--- config.mk ---
export PLATFORM = sky130hd
export DESIGN_NAME = fetch_queue_flat
export DESIGN_NICKNAME = d
export VERILOG_FILES = /design/src/rtl/fetch_pkg.sv /design/src/rtl/fetch_queue_if.sv /design/src/rtl/fetch_queue_storage.sv /design/src/rtl/fetch_queue.sv /design/src/flat_wrapper.sv
export SDC_FILE = /design/constraint.sdc
export NUM_CORES = 1
export LEC_CHECK = 0
export CAP_MARGIN = 20
export CORE_ASPECT_RATIO = 1.5
export CORE_MARGIN = 2
export CORE_UTILIZATION = 45
export CTS_CLUSTER_DIAMETER = 30
export DETAILED_ROUTE_END_ITERATION = 12
export PLACE_DENSITY = 0.76
export SYNTH_ARGS = -nofsm -noshare
export SYNTH_HDL_FRONTEND = slang
export SYNTH_SLANG_ARGS = --single-unit
--- constraint.sdc ---
create_clock -name clk -period 61.8 [get_ports clk]
set_input_delay 6.18 -clock clk [delete_from_list [all_inputs] [get_ports clk]]
set_output_delay 6.18 -clock clk [all_outputs]
set_load 0.02 [all_outputs]
--- src/rtl/fetch_pkg.sv ---
// Shared types and constants for the instruction fetch queue.
// The entry record pairs each instruction with the PC it was fetched from.
package fetch_pkg;

    localparam int FETCH_W = 4;
    localparam int INST_W  = 32;
    localparam int PC_W    = 32;

    typedef struct packed {
        logic [PC_W-1:0]   pc;
        logic [INST_W-1:0] inst;
    } fetch_entry_t;

    // Ceiling log2, usable in constant expressions for index widths.
    function automatic int clog2(input int value);
        int width;
        width = 0;
        for (int i = 0; i < 31; i++) begin
            if ((1 << i) < value) begin
                width = i + 1;
            end
        end
        return width;
    endfunction

endpackage

--- src/rtl/fetch_queue_if.sv ---
// Bundle of the instruction memory, redirect and decode-side signals of the fetch queue.
// master is the queue side, slave is the surrounding pipeline/memory side.
interface fetch_queue_if;
    import fetch_pkg::*;

    logic [PC_W-1:0]   imem_addr;
    logic [PC_W-1:0]   imem_jump_addr;
    logic [INST_W-1:0] imem_rd0;
    logic [INST_W-1:0] imem_rd1;
    logic [INST_W-1:0] imem_rd2;
    logic [INST_W-1:0] imem_rd3;
    logic [INST_W-1:0] imem_jump_rd0;
    logic [INST_W-1:0] imem_jump_rd1;
    logic [INST_W-1:0] imem_jump_rd2;
    logic [INST_W-1:0] imem_jump_rd3;
    logic              redirect_valid;
    logic [PC_W-1:0]   redirect_pc;
    logic [3:0]        out_valid;
    logic [INST_W-1:0] out_inst0;
    logic [INST_W-1:0] out_inst1;
    logic [INST_W-1:0] out_inst2;
    logic [INST_W-1:0] out_inst3;
    logic [PC_W-1:0]   out_pc0;
    logic [PC_W-1:0]   out_pc1;
    logic [PC_W-1:0]   out_pc2;
    logic [PC_W-1:0]   out_pc3;
    logic [2:0]        deq_count;

    modport master (
        output imem_addr, imem_jump_addr,
        input  imem_rd0, imem_rd1, imem_rd2, imem_rd3,
        input  imem_jump_rd0, imem_jump_rd1, imem_jump_rd2, imem_jump_rd3,
        input  redirect_valid, redirect_pc, deq_count,
        output out_valid,
        output out_inst0, out_inst1, out_inst2, out_inst3,
        output out_pc0, out_pc1, out_pc2, out_pc3
    );

    modport slave (
        input  imem_addr, imem_jump_addr,
        output imem_rd0, imem_rd1, imem_rd2, imem_rd3,
        output imem_jump_rd0, imem_jump_rd1, imem_jump_rd2, imem_jump_rd3,
        output redirect_valid, redirect_pc, deq_count,
        input  out_valid,
        input  out_inst0, out_inst1, out_inst2, out_inst3,
        input  out_pc0, out_pc1, out_pc2, out_pc3
    );

endinterface

--- src/rtl/fetch_queue_storage.sv ---
// Circular entry array: four writes at consecutive wrapped indices, four reads from head.
// Contents are deliberately not reset; occupancy tracking lives in the parent.
module fetch_queue_storage
    import fetch_pkg::*;
#(
    parameter int DEPTH = 8,
    localparam int IDX_W = clog2(DEPTH)
) (
    input  logic                        clk,
    input  logic                        wr_en,
    input  logic [IDX_W-1:0]            wr_base,
    input  fetch_entry_t [FETCH_W-1:0]  wr_data,
    input  logic [IDX_W-1:0]            rd_base,
    output fetch_entry_t [FETCH_W-1:0]  rd_data
);

    fetch_entry_t mem_q [DEPTH];

    // DEPTH is a power of two, so index overflow wraps naturally.
    always_ff @(posedge clk) begin
        if (wr_en) begin
            for (int i = 0; i < FETCH_W; i++) begin
                mem_q[wr_base + IDX_W'(i)] <= wr_data[i];
            end
        end
    end

    always_comb begin
        rd_data = '0;
        for (int i = 0; i < FETCH_W; i++) begin
            rd_data[i] = mem_q[rd_base + IDX_W'(i)];
        end
    end

endmodule

--- src/rtl/fetch_queue.sv ---
// Instruction fetch queue: sequential 4-wide fetch into a circular buffer, up to 4
// oldest entries presented to decode, and same-cycle refill from the jump port on redirect.
module fetch_queue
    import fetch_pkg::*;
#(
    parameter int              DEPTH    = 8,
    parameter logic [PC_W-1:0] RESET_PC = 32'h0000_0000
) (
    input  logic          clk,
    input  logic          reset,
    fetch_queue_if.master bus
);

    localparam int IDX_W = clog2(DEPTH);
    localparam int CNT_W = IDX_W + 1;
    localparam logic [CNT_W-1:0] DEPTH_C = CNT_W'(DEPTH);
    localparam logic [CNT_W-1:0] FETCH_C = CNT_W'(FETCH_W);

    logic [PC_W-1:0]  pc_q,    pc_d;
    logic [IDX_W-1:0] head_q,  head_d;
    logic [IDX_W-1:0] tail_q,  tail_d;
    logic [CNT_W-1:0] count_q, count_d;

    logic [INST_W-1:0] seq_rd    [FETCH_W];
    logic [INST_W-1:0] jump_rd   [FETCH_W];
    fetch_entry_t      seq_entry [FETCH_W];
    fetch_entry_t      jump_entry[FETCH_W];

    logic [PC_W-1:0]           jump_base;
    logic [2:0]                deq_sat;
    logic [CNT_W-1:0]          eff_deq;
    logic                      fetch_en;
    logic                      wr_en;
    logic [IDX_W-1:0]          wr_base;
    fetch_entry_t [FETCH_W-1:0] wr_data;
    fetch_entry_t [FETCH_W-1:0] rd_data;
    logic [FETCH_W-1:0]        out_valid_w;

    assign seq_rd[0]  = bus.imem_rd0;
    assign seq_rd[1]  = bus.imem_rd1;
    assign seq_rd[2]  = bus.imem_rd2;
    assign seq_rd[3]  = bus.imem_rd3;
    assign jump_rd[0] = bus.imem_jump_rd0;
    assign jump_rd[1] = bus.imem_jump_rd1;
    assign jump_rd[2] = bus.imem_jump_rd2;
    assign jump_rd[3] = bus.imem_jump_rd3;

    assign jump_base          = {bus.redirect_pc[PC_W-1:2], 2'b00};
    assign bus.imem_addr      = pc_q;
    assign bus.imem_jump_addr = jump_base;

    generate
        for (genvar gi = 0; gi < FETCH_W; gi++) begin : g_entry
            assign seq_entry[gi]  = '{pc: pc_q + PC_W'(4 * gi),      inst: seq_rd[gi]};
            assign jump_entry[gi] = '{pc: jump_base + PC_W'(4 * gi), inst: jump_rd[gi]};
            assign out_valid_w[gi] = (count_q > CNT_W'(gi));
        end
    endgenerate

    // Fetch decision uses only registered occupancy: no path from deq_count to imem_addr.
    assign deq_sat  = (bus.deq_count > 3'd4) ? 3'd4 : bus.deq_count;
    assign eff_deq  = (CNT_W'(deq_sat) < count_q) ? CNT_W'(deq_sat) : count_q;
    assign fetch_en = ((DEPTH_C - count_q) >= FETCH_C);

    always_comb begin
        pc_d    = pc_q;
        head_d  = head_q;
        tail_d  = tail_q;
        count_d = count_q;
        wr_en   = 1'b0;
        wr_base = tail_q;
        wr_data = '0;
        for (int i = 0; i < FETCH_W; i++) begin
            wr_data[i] = seq_entry[i];
        end

        if (bus.redirect_valid) begin
            wr_en   = 1'b1;
            wr_base = '0;
            for (int i = 0; i < FETCH_W; i++) begin
                wr_data[i] = jump_entry[i];
            end
            head_d  = '0;
            tail_d  = IDX_W'(FETCH_W);
            count_d = FETCH_C;
            pc_d    = jump_base + PC_W'(4 * FETCH_W);
        end else begin
            head_d = head_q + eff_deq[IDX_W-1:0];
            if (fetch_en) begin
                wr_en   = 1'b1;
                tail_d  = tail_q + IDX_W'(FETCH_W);
                pc_d    = pc_q + PC_W'(4 * FETCH_W);
                count_d = count_q + FETCH_C - eff_deq;
            end else begin
                count_d = count_q - eff_deq;
            end
        end
    end

    always_ff @(posedge clk) begin
        if (reset) begin
            pc_q    <= RESET_PC;
            head_q  <= '0;
            tail_q  <= '0;
            count_q <= '0;
        end else begin
            pc_q    <= pc_d;
            head_q  <= head_d;
            tail_q  <= tail_d;
            count_q <= count_d;
        end
    end

    always_ff @(posedge clk) begin
        if (!reset) begin
            assert (count_q <= DEPTH_C);
        end
    end

    fetch_queue_storage #(
        .DEPTH (DEPTH)
    ) u_storage (
        .clk     (clk),
        .wr_en   (wr_en),
        .wr_base (wr_base),
        .wr_data (wr_data),
        .rd_base (head_q),
        .rd_data (rd_data)
    );

    assign bus.out_valid = out_valid_w;
    assign bus.out_inst0 = rd_data[0].inst;
    assign bus.out_inst1 = rd_data[1].inst;
    assign bus.out_inst2 = rd_data[2].inst;
    assign bus.out_inst3 = rd_data[3].inst;
    assign bus.out_pc0   = rd_data[0].pc;
    assign bus.out_pc1   = rd_data[1].pc;
    assign bus.out_pc2   = rd_data[2].pc;
    assign bus.out_pc3   = rd_data[3].pc;

endmodule

--- src/flat_wrapper.sv ---
// flat-port wrapper written by rule: the top's interface ports become plain ports
module fetch_queue_flat import fetch_pkg::*;
#(
    parameter int              DEPTH    = 8,
    parameter logic [PC_W-1:0] RESET_PC = 32'h0000_0000
)
  (clk, reset, bus_imem_addr, bus_imem_jump_addr, bus_imem_rd0, bus_imem_rd1, bus_imem_rd2, bus_imem_rd3, bus_imem_jump_rd0, bus_imem_jump_rd1, bus_imem_jump_rd2, bus_imem_jump_rd3, bus_redirect_valid, bus_redirect_pc, bus_deq_count, bus_out_valid, bus_out_inst0, bus_out_inst1, bus_out_inst2, bus_out_inst3, bus_out_pc0, bus_out_pc1, bus_out_pc2, bus_out_pc3);
  fetch_queue_if bus_i ();
  input  logic clk;
  input  logic reset;
  output wire logic [$bits(bus_i.imem_addr)-1:0] bus_imem_addr;
  output wire logic [$bits(bus_i.imem_jump_addr)-1:0] bus_imem_jump_addr;
  input wire logic [$bits(bus_i.imem_rd0)-1:0] bus_imem_rd0;
  input wire logic [$bits(bus_i.imem_rd1)-1:0] bus_imem_rd1;
  input wire logic [$bits(bus_i.imem_rd2)-1:0] bus_imem_rd2;
  input wire logic [$bits(bus_i.imem_rd3)-1:0] bus_imem_rd3;
  input wire logic [$bits(bus_i.imem_jump_rd0)-1:0] bus_imem_jump_rd0;
  input wire logic [$bits(bus_i.imem_jump_rd1)-1:0] bus_imem_jump_rd1;
  input wire logic [$bits(bus_i.imem_jump_rd2)-1:0] bus_imem_jump_rd2;
  input wire logic [$bits(bus_i.imem_jump_rd3)-1:0] bus_imem_jump_rd3;
  input wire logic [$bits(bus_i.redirect_valid)-1:0] bus_redirect_valid;
  input wire logic [$bits(bus_i.redirect_pc)-1:0] bus_redirect_pc;
  input wire logic [$bits(bus_i.deq_count)-1:0] bus_deq_count;
  output wire logic [$bits(bus_i.out_valid)-1:0] bus_out_valid;
  output wire logic [$bits(bus_i.out_inst0)-1:0] bus_out_inst0;
  output wire logic [$bits(bus_i.out_inst1)-1:0] bus_out_inst1;
  output wire logic [$bits(bus_i.out_inst2)-1:0] bus_out_inst2;
  output wire logic [$bits(bus_i.out_inst3)-1:0] bus_out_inst3;
  output wire logic [$bits(bus_i.out_pc0)-1:0] bus_out_pc0;
  output wire logic [$bits(bus_i.out_pc1)-1:0] bus_out_pc1;
  output wire logic [$bits(bus_i.out_pc2)-1:0] bus_out_pc2;
  output wire logic [$bits(bus_i.out_pc3)-1:0] bus_out_pc3;
  assign bus_imem_addr = bus_i.imem_addr;
  assign bus_imem_jump_addr = bus_i.imem_jump_addr;
  assign bus_i.imem_rd0 = bus_imem_rd0;
  assign bus_i.imem_rd1 = bus_imem_rd1;
  assign bus_i.imem_rd2 = bus_imem_rd2;
  assign bus_i.imem_rd3 = bus_imem_rd3;
  assign bus_i.imem_jump_rd0 = bus_imem_jump_rd0;
  assign bus_i.imem_jump_rd1 = bus_imem_jump_rd1;
  assign bus_i.imem_jump_rd2 = bus_imem_jump_rd2;
  assign bus_i.imem_jump_rd3 = bus_imem_jump_rd3;
  assign bus_i.redirect_valid = bus_redirect_valid;
  assign bus_i.redirect_pc = bus_redirect_pc;
  assign bus_i.deq_count = bus_deq_count;
  assign bus_out_valid = bus_i.out_valid;
  assign bus_out_inst0 = bus_i.out_inst0;
  assign bus_out_inst1 = bus_i.out_inst1;
  assign bus_out_inst2 = bus_i.out_inst2;
  assign bus_out_inst3 = bus_i.out_inst3;
  assign bus_out_pc0 = bus_i.out_pc0;
  assign bus_out_pc1 = bus_i.out_pc1;
  assign bus_out_pc2 = bus_i.out_pc2;
  assign bus_out_pc3 = bus_i.out_pc3;
  fetch_queue #(.DEPTH(DEPTH), .RESET_PC(RESET_PC)) u_core (.clk(clk), .reset(reset), .bus(bus_i));
endmodule
==> results.cfg <==
[synthesis]
synth_cells = 2352
yosys_most_used_dff = edfxtp_1
synth_warnings = 0
postSynth.asyncResetShare_pct = 0
synthDistinctLibCells = 60
syn_area_per_cell_um2 = 13.5
synth_area_um2 = 31800
ys_ff_latch = 530
synth_seq_area_share_pct = 48.8
synth_edf_count = 492

[critical_path]
crit_buf_inv = 2
r2r_end = u_core.count_q[3]
cp-start-kind = input port
cp_common_cell = clkdlybuf4s50_1
crit_type = input port to output port
reg2reg_depth = 15
cpMaxStageDelayCell = clkdlybuf4s50_1
crit_chain = clkdlybuf4s50_1 -> clkdlybuf4s50_1
timing.reg2reg.setup_slack_ns = 58.22
crit_path_end_kind = output port
r2r-start = u_core.count_q[1]
slowest_delay_ns = 0.68
cp.required_ns = 55.62
worstPathArrival_ns = 7.51
cp_max_fo = 5
crit_family = buffers and inverters

[layout]
fin_nets = 3201
area_growth_pct = 30.9
n_antenna_cell = 0
fill_cells = 5397
final_util_pct = 59.4
drive_gt1_share_pct = 30.5

[global_route]
antenna_found_initial = 1
grt_max_degree = 189
grt_pass1_vias = 23800
grt_first_pass_wirelength_um = 143000
track_usage_pct = 25.8
grt_overflow = 0

[sta]
finClkSkew_ns = 0.0307
rsz0062_at_grt = false
clock.fmax_mhz = 73.0
tightestPinTransition_ns = 1.21
hold_ws_ns = 0.486
min_period_ns = 13.69
finalHoldViolations = 0
finalSetupViolations = 0
finalMaxSlewViolations = 0
relSlewSlack_pct = 19.0
fin_setup_tns_ns = 0
period_share_pct = 22.2

[pwr]
internal-power_uw = 1180
power_frac_seq_pct = 28.0
ir_drop_mv = 0.0301
leakage_uw = 0.0140
comb_power_share_pct = 43.5
sw_frac_of_total_pct = 35.6
power.switching_uw = 655
power.density_nw_per_um2 = 44.1
clkPwrFrac_pct = 28.5

[die]
ios = 618
dieArea_um2 = 72900
start_util_pct = 45.4
coreArea_um2 = 70100
rows = 119
fp.dieW_um = 221
die_h_um = 330

[clocking]
max-clock-path-buffers = 3
numCtsBuffers = 94
cts.clk_slew.worst_paths_ns = 0.06
cts_root_buf = clkbuf_16
cts_resized = 0
cts.sinks = 530
cts_tree = done
cts_max_level = 3
cts_setup_buffers = 0
hold_buffers = 0
clkLatencyLatePin_ns = 0.66

[detailed_routing]
drt_iter0_drc = 1648
antenna_left = 0
drt-pass1-iter-count = 5
drc = 0
vias_per_cell = 5.87
wl_um = 96500
vias = 22700
avgRoutedWirePerCell_um = 24.9

[worst_hold_path]
min_path_type = flop to flop
holdPathEnd = u_core.bus.imem_addr[5]
hp-start = u_core.bus.imem_addr[5]
min_path_cells = 2

[run_status]
status = finished, final reports clean

[place]
gp_congestion = 0.874
hpwl_um = 66500
io_buffers = 603

[run]
max_cap_violations = 0
[cell usage in the layout (no fill, tap or decap), types with 7 or more instances in the layout]
| cell type | count |
|---|---|
| nand3_1 | 26 |
| clkbuf_16 | 95 |
| a21oi_1 | 87 |
| mux4_2 | 187 |
| nor2_1 | 108 |
| dfxtp_1 | 35 |
| clkinv_1 | 8 |
| inv_6 | 13 |
| inv_8 | 10 |
| clkinv_2 | 8 |
| bufinv_16 | 9 |
| clkbuf_1 | 7 |
| and2_1 | 7 |
| edfxtp_1 | 492 |
| nand4_1 | 10 |
| nor4_1 | 7 |
| inv_1 | 38 |
| nand2_1 | 207 |
| o21ai_0 | 138 |
| nor3_1 | 12 |
| nand3b_1 | 13 |
| conb_1 | 12 |
| clkinv_4 | 10 |
| clkinvlp_4 | 12 |
| clkdlybuf4s50_1 | 602 |
| buf_4 | 28 |
| mux2_2 | 497 |
| mux2i_1 | 88 |
| xnor2_1 | 108 |
| ha_1 | 13 |
[how the worst max path moves through the flow]
stage                     depth (start not counted)  slack [ns]          startpoint                      endpoint
final                                             2       48.11  bus_redirect_pc[9]         bus_imem_jump_addr[9]
after global routing                              2       48.09  bus_redirect_pc[9]         bus_imem_jump_addr[9]
after CTS                                         2       48.13  bus_redirect_pc[9]         bus_imem_jump_addr[9]
after detailed placement                          2       48.13  bus_redirect_pc[9]         bus_imem_jump_addr[9]
after global placement                            2       48.12  bus_redirect_pc[9]         bus_imem_jump_addr[9]
after floorplan                                   7       35.66  bus_redirect_valid  u_core.u_storage.mem_q[4][0]
[power by group through the flow]
stage	clock (uW)	sequential (uW)	combinational (uW)
floorplan	0	532	474
global placement	0	512	791
detailed placement	0	520	799
CTS	531	514	804
global route	547	522	841
finish	523	515	799
[stage by stage]
step           power, uW  instance area (um2)  setup slack (ns)  std cells
4_1_cts             1850                41700             48.13       3875
3_5_place_dp        1320                38400             48.13       3700
5_1_grt             1910                41700             48.09       3875
6_report            1840                41700             48.11       3875
3_3_place_gp        1300                38400             48.12       3699
2_1_floorplan       1010                31900             35.66       2363
[flip-flops by register name, summed over array words and instances, names as in the netlist]
signal and flops:
u_core.tail_q 1, u_core.head_q 3, u_core.bus.imem_addr 30, u_core.count_q 4, u_core.u_storage.mem_q 492
[cell type report]
cell class / count / area (um2) / area share (%)
tap: 907 / 1130 / 2.72
multi-input combinational: 1585 / 15200 / 36.5
clock inverter: 73 / 857 / 2.06
clock buffer: 102 / 2400 / 5.77
timing repair buffer: 635 / 6320 / 15.2
inverter: 43 / 164 / 0.393
sequential: 530 / 15500 / 37.3
[Yosys cell counts (3+ instances only)]
library cell / n / area share, %
mux4_2: 187 / 13
buf_4: 43 / 1.0
mux2_2: 497 / 18
nand3_1: 26 / 0.41
or3_1: 3 / 0.059
clkbuf_1: 100 / 1.2
nor2_1: 108 / 1.3
a21oi_1: 87 / 1.4
inv_1: 38 / 0.45
clkinv_1: 5 / 0.059
buf_2: 46 / 0.72
o21ai_0: 138 / 2.2
mux2i_1: 89 / 2.8
ha_1: 14 / 0.55
xor2_1: 4 / 0.11
xnor2_1: 109 / 3.0
nand2b_1: 6 / 0.12
edfxtp_1: 492 / 46
dfxtp_1: 38 / 2.4
nand4_1: 10 / 0.20
fa_1: 4 / 0.25
nor4_1: 7 / 0.14
nand3b_1: 13 / 0.31
nor3_1: 12 / 0.19
nor2b_1: 4 / 0.079
and2_1: 7 / 0.14
nand2_1: 207 / 2.4
buf_1: 14 / 0.17
[logic make-up after synthesis]
| family | Yosys count | synth area share [%] |
|---|---|---|
| flip-flops | 530 | 48.8 |
| multiplexers | 773 | 33.6 |
| XOR/XNOR | 113 | 3.11 |
| AO/OA/AOI/OAI | 251 | 4.18 |
| buffers and inverters | 248 | 3.66 |
| adder cells (fa/ha/maj) | 18 | 0.802 |
| AND/OR/NAND/NOR | 418 | 5.79 |
| other | 1 | 0.0118 |
[worst min-delay path, cell delays in order, from the launching register on]
cell	delay, ns
dfxtp_1	0.33
nand2_1	0.06
a21oi_1	0.05
[metal layers]
metal | GRT usage (%) | up-vias | wire length (um) | part of all wire, %
met1 | 28.7 | 11300 | 34500 | 36
met4 | 14.2 | 2 | 5210 | 5.4
met3 | 5.75 | 251 | 7120 | 7.4
met2 | 45.9 | 1106 | 49700 | 52
met5 | 0 | - | 13 | 0.013
li1 | - | 10100 | - | -
Power figures use the tool's default switching activity.
